<file path="config.mk">
export PLATFORM = sky130hd
export DESIGN_NAME = aes_key_expand_128
export DESIGN_NICKNAME = d
export VERILOG_FILES = /design/src/rtl/aes_pkg.sv /design/src/rtl/aes_kexp_subword.sv /design/src/rtl/aes_sbox.sv /design/src/rtl/aes_key_expand_128.sv
export SDC_FILE = /design/constraint.sdc
export NUM_CORES = 2
export LEC_CHECK = 0
export ABC_CLOCK_PERIOD_IN_PS = 20500
export CORE_AREA = 2 2 438 440
export CTS_CLUSTER_SIZE = 25
export DETAILED_ROUTE_END_ITERATION = 12
export DIE_AREA = 0 0 440 442
export PLACE_DENSITY_LB_ADDON = 0.2
export SLEW_MARGIN = 20
export SYNTH_ARGS = -nofsm -noshare
export SYNTH_HDL_FRONTEND = slang
export SYNTH_SLANG_ARGS = --single-unit
</file>
<file path="constraint.sdc">
create_clock -name clk -period 20.5 [get_ports clk]
set_input_delay 5.125 -clock clk [delete_from_list [all_inputs] [get_ports clk]]
set_output_delay 5.125 -clock clk [all_outputs]
set_load 0.02 [all_outputs]
</file>
<file path="src/rtl/aes_pkg.sv">
// Shared AES types, the AES-128 round count, the round-constant table and GF(2^8) helpers.
// Used by the key-schedule RTL and by its bench.
package aes_pkg;

    typedef logic [31:0]  word_t;
    typedef logic [127:0] key128_t;

    localparam int AES_NR128 = 10;

    // Round constant for round r sits at index r, already aligned as {rc, 24'h0}
    localparam word_t AES_RCON [1:AES_NR128] = '{
        32'h0100_0000, 32'h0200_0000, 32'h0400_0000, 32'h0800_0000, 32'h1000_0000,
        32'h2000_0000, 32'h4000_0000, 32'h8000_0000, 32'h1b00_0000, 32'h3600_0000
    };

    typedef enum logic [1:0] {
        KX_IDLE,
        KX_EXPAND,
        KX_DONE
    } kexp_state_t;

    // Shift-and-add multiply modulo x^8 + x^4 + x^3 + x + 1
    function automatic logic [7:0] gf_mul(input logic [7:0] a, input logic [7:0] b);
        logic [7:0] acc;
        logic [7:0] x;
        acc = '0;
        x   = a;
        for (int i = 0; i < 8; i++) begin
            if (b[i]) acc = acc ^ x;
            x = {x[6:0], 1'b0} ^ (x[7] ? 8'h1b : 8'h00);
        end
        return acc;
    endfunction

endpackage

</file>
<file path="src/rtl/aes_kexp_subword.sv">
// SubWord(RotWord(w)) for the key schedule; purely combinational.
module aes_kexp_subword (
    input  logic [31:0] w,
    output logic [31:0] t
);

    logic [31:0] rot;

    assign rot = {w[23:0], w[31:24]};

    for (genvar i = 0; i < 4; i++) begin : g_sbox
        aes_sbox u_sbox (
            .a (rot[8*i +: 8]),
            .s (t[8*i +: 8])
        );
    end

endmodule

</file>
<file path="src/rtl/aes_sbox.sv">
// Forward AES S-box: multiplicative inverse in GF(2^8) followed by the affine transform.
module aes_sbox
    import aes_pkg::*;
(
    input  logic [7:0] a,
    output logic [7:0] s
);

    logic [7:0] inv;
    logic [7:0] pw;

    // a^254 is the inverse (and maps 0 to 0): multiply a^2, a^4, ..., a^128 together
    always_comb begin
        // NOTE: every combinational variable is assigned before any use so no latch is inferred
        inv = 8'h01;
        pw  = a;
        for (int i = 0; i < 7; i++) begin
            pw  = gf_mul(pw, pw);
            inv = gf_mul(inv, pw);
        end
    end

    assign s = inv
             ^ {inv[6:0], inv[7]}
             ^ {inv[5:0], inv[7:6]}
             ^ {inv[4:0], inv[7:5]}
             ^ {inv[3:0], inv[7:4]}
             ^ 8'h63;

endmodule

</file>
<file path="src/rtl/aes_key_expand_128.sv">
// AES-128 key schedule stage: loads a cipher key on kld and emits one round key per cycle.
// Optional round-key register file built when AES_KEXP_RK_STORE_EN is defined.
module aes_key_expand_128
    import aes_pkg::*;
#(
    parameter int NR = AES_NR128
) (
    input  logic         clk,
    input  logic         rst,
    input  logic         kld,
    input  logic [127:0] key,
    input  logic [31:0]  rcon,
    output logic [31:0]  wo_0,
    output logic [31:0]  wo_1,
    output logic [31:0]  wo_2,
    output logic [31:0]  wo_3,
    output logic [3:0]   round,
    output logic         rk_valid,
    output logic         busy,
    output logic         done
`ifdef AES_KEXP_RK_STORE_EN
    ,
    input  logic [3:0]   rk_raddr,
    output logic [127:0] rk_rdata
`endif
);

    localparam int RW = $clog2(NR + 1);

    kexp_state_t   state_q, state_d;
    logic [RW-1:0] round_q, round_d;
    key128_t       key_q, key_d;
    logic          valid_q, valid_d;
    word_t         sub_w, t_w, n0, n1, n2, n3;

    assign {wo_0, wo_1, wo_2, wo_3} = key_q;
    assign round    = 4'(round_q);
    assign rk_valid = valid_q;
    assign busy     = (state_q == KX_EXPAND);
    assign done     = (state_q == KX_DONE);

    aes_kexp_subword u_subword (
        .w (key_q[31:0]),
        .t (sub_w)
    );

    assign t_w = sub_w ^ rcon;
    assign n0  = key_q[127:96] ^ t_w;
    assign n1  = n0 ^ key_q[95:64];
    assign n2  = n1 ^ key_q[63:32];
    assign n3  = n2 ^ key_q[31:0];

    // kld wins over expansion in every state, including the cycle that would finish
    always_comb begin
        state_d = state_q;
        round_d = round_q;
        key_d   = key_q;
        valid_d = 1'b0;
        if (kld) begin
            state_d = KX_EXPAND;
            round_d = '0;
            key_d   = key;
            valid_d = 1'b1;
        end else if (state_q == KX_EXPAND) begin
            key_d   = {n0, n1, n2, n3};
            round_d = round_q + 1'b1;
            valid_d = 1'b1;
            if (round_q == RW'(NR - 1)) state_d = KX_DONE;
        end
    end

    always_ff @(posedge clk or negedge rst) begin
        if (!rst) begin
            state_q <= KX_IDLE;
            round_q <= '0;
            key_q   <= '0;
            valid_q <= 1'b0;
        end else begin
            // NOTE: non-blocking so every register updates from the same pre-edge values
            state_q <= state_d;
            round_q <= round_d;
            key_q   <= key_d;
            valid_q <= valid_d;
        end
    end

`ifdef AES_KEXP_RK_STORE_EN
    key128_t rk_mem [NR+1];

    // The key shown during an rk_valid cycle lands in its slot at the closing edge,
    // so a same-cycle read of that slot still returns the previous contents.
    always_ff @(posedge clk or negedge rst) begin
        if (!rst) begin
            // NOTE: the store is small and must read 0 after reset, so every entry is cleared
            for (int i = 0; i <= NR; i++) rk_mem[i] <= '0;
        end else if (valid_q) begin
            rk_mem[round_q] <= key_q;
        end
    end

    assign rk_rdata = (rk_raddr <= 4'(NR)) ? rk_mem[rk_raddr] : '0;
`endif

endmodule

</file>
---- After elaboration in Yosys (flattened, before gate mapping) ----
Index checks and enable logic that the tools add are counted.
storage, ports and cells
  output and inout bits ................... 135
  logic and storage cells ................. 1613
  bits in registers ....................... 135
cells by class
  bitwise logic cells ..................... 781
  multiplexer cells ....................... 821
  add/subtract/negate cells ............... 1
  reductions and logical operators ........ 3
  equal/unequal tests ..................... 3
operators by type and width
  operator               number
  $mux W8                420
  $xor A8 B8 Y8          380
  $xor A8 B5 Y8          364
  $mux W5                368
  $mux W128              2
  $xor A32 B32 Y32       5
  $mux W7                4
  $not A1 Y1 const A     28
  $mux W4                6
  $mux W6                4
  $not A4 Y4             4
  $mux W2                7
  $mux W3                4
  $mux W1                6
  $add A4 B1 Y4 const B  1
  $eq A4 B4 Y1 const B   1
  $reduce_bool A2 Y1     2
  $eq A2 B1 Y1 const B   1
  $eq A2 B2 Y1 const B   1
  $reduce_and A2 Y1      1

---- Longest topological paths before layout ----
  word-level depth ........................ 139
  depth in mapped cells ................... 74

---- Hierarchy ----
A second synthesis with hierarchy kept.
second synthesis, totals
  cell total of the unflattened synthesis .. 8852
  area, all modules ....................... 70057.2 µm²
modules (own cells, without submodules)
  module              instances  area an instance (µm²)  cells an instance
  aes_sbox            4          15220.8                 1942
  aes_key_expand_128  1          9173.8                  1084

---- Worst setup path before layout ----
OpenSTA, ideal clock, no wires.
  path kind ............................... register to register
  start ................................... register key_q[14]
  end ..................................... register key_q[19]
  stages on the path, launching flop included .. 68
  path buffers ............................ 10
  data arrival time ....................... 16.891 ns
  setup slack ............................. 3.484 ns
  library setup time ...................... 0.125 ns
  period minus slack after synthesis ...... 17.016 ns
  path through ............................ dfrtp_1 -> buf_2 -> buf_2 -> buf_2 -> xnor2_1 -> xnor2_1 -> inv_1 -> buf_1 -> ha_1 -> xnor3_1 -> a211o_1 -> a31oi_1 -> xor3_1 -> inv_1 -> clkbuf_1 -> ha_1 -> xnor2_1 -> xnor3_1 -> [32 not listed] -> xor2_1 -> xnor3_1 -> xnor2_1 -> xnor2_2 -> xor2_2 -> nor2_1 -> xnor2_1 -> xnor3_1 -> xnor2_1 -> xnor2_1 -> xnor2_1 -> xnor2_2 -> xnor2_2 -> xnor3_1 -> xnor2_1 -> nand2_1 -> xnor2_1 -> mux2_2
between the ends
  word-level cells in the longest chain between the ends .. 135
  elaborated cells on any way between the ends .. 392
ends and longest elaborated chain
  what                      RTL line                  text
  start: declaration        aes_key_expand_128.sv:32  key128_t key_q, key_d;
  start signal: assignment  aes_key_expand_128.sv:82  key_q <= key_d;
  $xor A8 B5 Y8             aes_pkg.sv:30             x = {x[6:0], 1'b0} ^ (x[7] ? 8'h1b : 8'h00);
  $xor A8 B8 Y8             aes_pkg.sv:29             if (b[i]) acc = acc ^ x;
  $mux W8                   aes_pkg.sv:29
  $xor A8 B8 Y8             aes_pkg.sv:29
  $mux W8                   aes_pkg.sv:29
  $xor A8 B8 Y8             aes_pkg.sv:29
  $mux W8                   aes_pkg.sv:29
  $xor A8 B8 Y8             aes_pkg.sv:29
  [119 not listed]          --
  $xor A8 B8 Y8 *           aes_sbox.sv:27            ^ {inv[3:0], inv[7:4]}
  $xor A32 B32 Y32 *        aes_key_expand_128.sv:47  assign t_w = sub_w ^ rcon;
  $xor A32 B32 Y32 *        aes_key_expand_128.sv:48  assign n0 = key_q[127:96] ^ t_w;
  $xor A32 B32 Y32 *        aes_key_expand_128.sv:49  assign n1 = n0 ^ key_q[95:64];
  $xor A32 B32 Y32 *        aes_key_expand_128.sv:50  assign n2 = n1 ^ key_q[63:32];
  $xor A32 B32 Y32 *        aes_key_expand_128.sv:51  assign n3 = n2 ^ key_q[31:0];
  $mux W128 *               aes_key_expand_128.sv:64  end else if (state_q == KX_EXPAND) begin
  $mux W128 *               aes_key_expand_128.sv:59  if (kld) begin
Every way passes the cells marked *; elsewhere a longest branch is shown, timed or not. The select of a mux whose other input is x is not followed.
A chain may end at the register's enable or synchronous reset.

---- Final worst setup path ----
  start ................................... register key_q[15]
  end ..................................... register key_q[80]
between the ends
  word-level cells in the longest chain between the ends .. 134
  elaborated cells on any way between the ends .. 391
ends and longest elaborated chain
  what                                                   RTL line                      text
  $mux W5 / $mux W8 (equally long branches)              aes_pkg.sv:30, aes_pkg.sv:29
  $xor A8 B5 Y8 / $xor A8 B8 Y8 (equally long branches)  aes_pkg.sv:30, aes_pkg.sv:29
  $xor A8 B8 Y8 / $mux W8 (equally long branches)        aes_pkg.sv:29
  $mux W8 / $xor A8 B8 Y8 (equally long branches)        aes_pkg.sv:29
  $xor A8 B8 Y8 / $mux W8 (equally long branches)        aes_pkg.sv:29
  $mux W8 / $xor A8 B8 Y8 (equally long branches)        aes_pkg.sv:29
  $xor A8 B8 Y8 / $mux W8 (equally long branches)        aes_pkg.sv:29
  $mux W8 / $xor A8 B8 Y8 (equally long branches)        aes_pkg.sv:29
  [118 not listed]                                       --
  $xor A8 B8 Y8                                          aes_sbox.sv:26                ^ {inv[4:0], inv[7:5]}
  $xor A8 B8 Y8 *                                        aes_sbox.sv:27
  $not A4 Y4 (no source line) *                          --
  $xor A32 B32 Y32 *                                     aes_key_expand_128.sv:47
  $xor A32 B32 Y32 *                                     aes_key_expand_128.sv:48
  $xor A32 B32 Y32 *                                     aes_key_expand_128.sv:49
  $mux W128 *                                            aes_key_expand_128.sv:64
  $mux W128 *                                            aes_key_expand_128.sv:59
Marked as above.

==> out/metrics.yaml <==
status: "complete, no violations"
syn_to_final_growth_pct: 11.6
fin_cells: 11600
fin_nets: 9294
pin_count: 298
ys_types: 112
clk_latency_ns: 0.53
r2r_end: "key_q[80]"
crit_family: "XOR/XNOR gates"
viasPerCell: 5.60
worst_slew_margin_rel_pct: 21.2
crit_fanout: 25
ys_top_cells_by_area: "xnor2_1 24%, xnor3_1 10%, xor2_1 7.2%, nor2_1 7.0%, nand2_1 5.6%"
die-area_um2: 194000
min_period_ns: 19.52
core_area_um2: 190000
synth_top_area_cell: "xnor2_1"
post_dp_cell_area_um2: 73000
synthFlopType: "dfrtp_1"
crit_buf_inv: 10
die_w_um: 440
syn_area_um2: 66200
antenna_found_initial: 9
rsz0062_at_grt: "false"
worstPathArrival_ns: 19.91
cpMostUsedCell: "xnor2_1"
drc_errors: 0
clock_skew_ns: 0.0336
clockBufferDepth: 2
stdcell_area_um2: 73900
port_buffers: 297
cts_tree: "done"
totalWireLength_um: 246000
start_util_pct: 34.9
path_class: "reg -> reg"
route.vias.total: 65100
grt_usage_pct: 24.2
drt-initial-drc-count: 5158
drt_pass1_iterations: 7
grt_pass1_wl_um: 377000
drive_gt1_share_pct: 8.68
multi_input_area_um2: 60500
holdPathEnd: "state_q[1]"
fmax_ghz: 0.0512
end_kind: "flip-flop"
pre_cts_ws_ns: -0.109
synth_warnings: 0
synth-seq-cells: 135
hp-start: "state_q[1]"
avgSynthCellArea_um2: 7.33
synth-edff-count: 0
tightestPinTransition_ns: 1.18
setup_violations: 0
rr_worst_depth: 65
hold_viol_final: 0
regToRegSetupSlack_ns: 0.98
cts_made_buffers: 17
routedWlPerCell_um: 21.1
clock_sinks: 135
rows: 160
r2r-start: "key_q[15]"
fill_cells: 19700
synth_top_area_share_pct: 24.1
hold_path_depth: 2
numPlacedInstances: 11600
dp_hpwl_um: 184000
cts_hold_buffers: 0
drv_cap: 0
cp_slowest_cell: "dfrtp_1"
register_area_um2: 3380
syn-num-nets: 9223
worstPathRequired_ns: 20.89
synth_cells: 9030
grt_max_degree: 95
clk_pin_slew_worst_paths_ns: 0.10
cts_htree_levels: 4
setup_slack_ns: 0.979
min_path_type: "reg -> reg"
ys_seq_area_share_pct: 5.11
max_stage_delay_ns: 0.89
cts_root_buf: "clkbuf_16"
drv_slew: 0
grt_pass1_vias: 61400
grt-ovfl-total: 0
fin_crit_sh_pct: 95.2
ant_nets: 0
globalplace.congestion: 0.902
die-height_um: 442
async_flop_share_pct: 100
startpoint_type: "flip-flop"
[synthesized netlist by cell type (43+ instances only)]
cell type     n
and3_1       54
nor2_1     1234
mux2i_1     214
o21ai_0     453
o22ai_1     136
or3_1        46
nor2b_1      58
a31oi_1      75
dfrtp_1     135
a211oi_1     73
xor2_1      546
buf_1        43
nand2b_1     68
buf_2       130
mux2_2       67
xnor3_1     302
and2_1       55
o211ai_1     63
nor3_1      230
nand2_1     988
inv_1        99
nand3_1     233
a21oi_1     478
clkbuf_1    421
xnor2_2      86
xnor2_1    1823
a22oi_1      69
[flip-flops by register name, indices dropped and copies added (netlist names)]
| signal | count |
|---|---|
| key_q | 128 |
| round | 4 |
| state_q | 2 |
| rk_valid | 1 |
[cells by family after synthesis]
kind of cell               synth area share (%)
muxes                                      4.57
adders and majority gates                 0.567
buffers and inverters                      4.56
DFF                                        5.11
xor gates and xnor gates                   46.5
and+or+nand+nor                            20.5
AOI/OAI and AO/OA                          18.2
[through the flow]
| step | hold slack [ns] | utilization [%] | setup TNS [ns] |
|---|---|---|---|
| after floorplan | 0.492 | - | 0 |
| after global placement | 0.531 | 38.5 | -0.418 |
| after detailed placement | 0.539 | 38.5 | -0.156 |
| after CTS | 0.555 | 38.8 | 0 |
| after global routing | 0.596 | 39.0 | 0 |
| final | 0.561 | 39.0 | 0 |
[tightest hold or removal path, cell delays in order, from the launching register on]
cell and delay, ns:
dfrtp_1 0.39, a21oi_1 0.06, nor2_1 0.08
[what timing repair did]
action | in CTS | in global routing
pin swaps | 0 | 1
setup endpoints to repair | 13 | 34
buffers inserted | 0 | 2
resized for setup | 2 | 25
[layer usage]
| layer | global-route usage [%] | vias to the layer above | share of wire (%) |
|---|---|---|---|
| li1 | - | 31200 | - |
| met1 | 31.7 | 31600 | 43 |
| met2 | 40.2 | 1995 | 48 |
| met3 | 1.84 | 298 | 4.6 |
| met4 | 11.5 | 0 | 5.0 |
| met5 | 0 | - | 0 |
[how the worst max path moves through the flow]
| stage | slack [ns] | to | start | cells past startpoint |
|---|---|---|---|---|
| after global routing | 0.05 | key_q[49] | key_q[15] | 67 |
| final | 0.98 | key_q[80] | key_q[15] | 65 |
| after CTS | 0.01 | key_q[23] | key_q[15] | 56 |
| after global placement | -0.21 | key_q[20] | key_q[15] | 57 |
| after floorplan | 3.48 | key_q[19] | key_q[14] | 67 |
| after detailed placement | -0.11 | key_q[20] | key_q[15] | 57 |
[cells in the final DEF (no fill, tap or decap), drive strengths merged, types with 31 or more instances in the layout]
master,synthesis,routed
a311oi,31,31
o31ai,37,37
or3,46,46
nand2b,68,68
nand4,38,38
mux2i,215,215
a21oi,480,480
inv,101,110
nand3,233,233
xor3,34,34
o22ai,139,139
nor4,33,33
nand2,988,988
and2,55,55
clkdlybuf4s50,0,295
a221oi,41,41
xor2,583,583
o21ai,482,482
buf,194,372
nor3,231,231
xnor2,1918,1918
nor2,1239,1239
mux2,67,67
a22oi,69,69
a211oi,80,80
nor2b,58,58
o211ai,66,66
and3,54,54
xnor3,307,307
dfrtp,135,135
a31oi,75,75
[layout make-up]
class / count / area share (%)
tap: 2511 / 4.25
sequential: 135 / 4.57
antenna: 9 / 0.0305
inverter: 123 / 0.632
clock buffer: 18 / 0.581
clock inverter: 14 / 0.180
multi-input combinational: 8156 / 81.9
timing repair buffer: 668 / 7.82
Power is left out: the tool's default activity adds up to more than one toggle a clock period on the data nets, which glitch-free logic cannot reach.
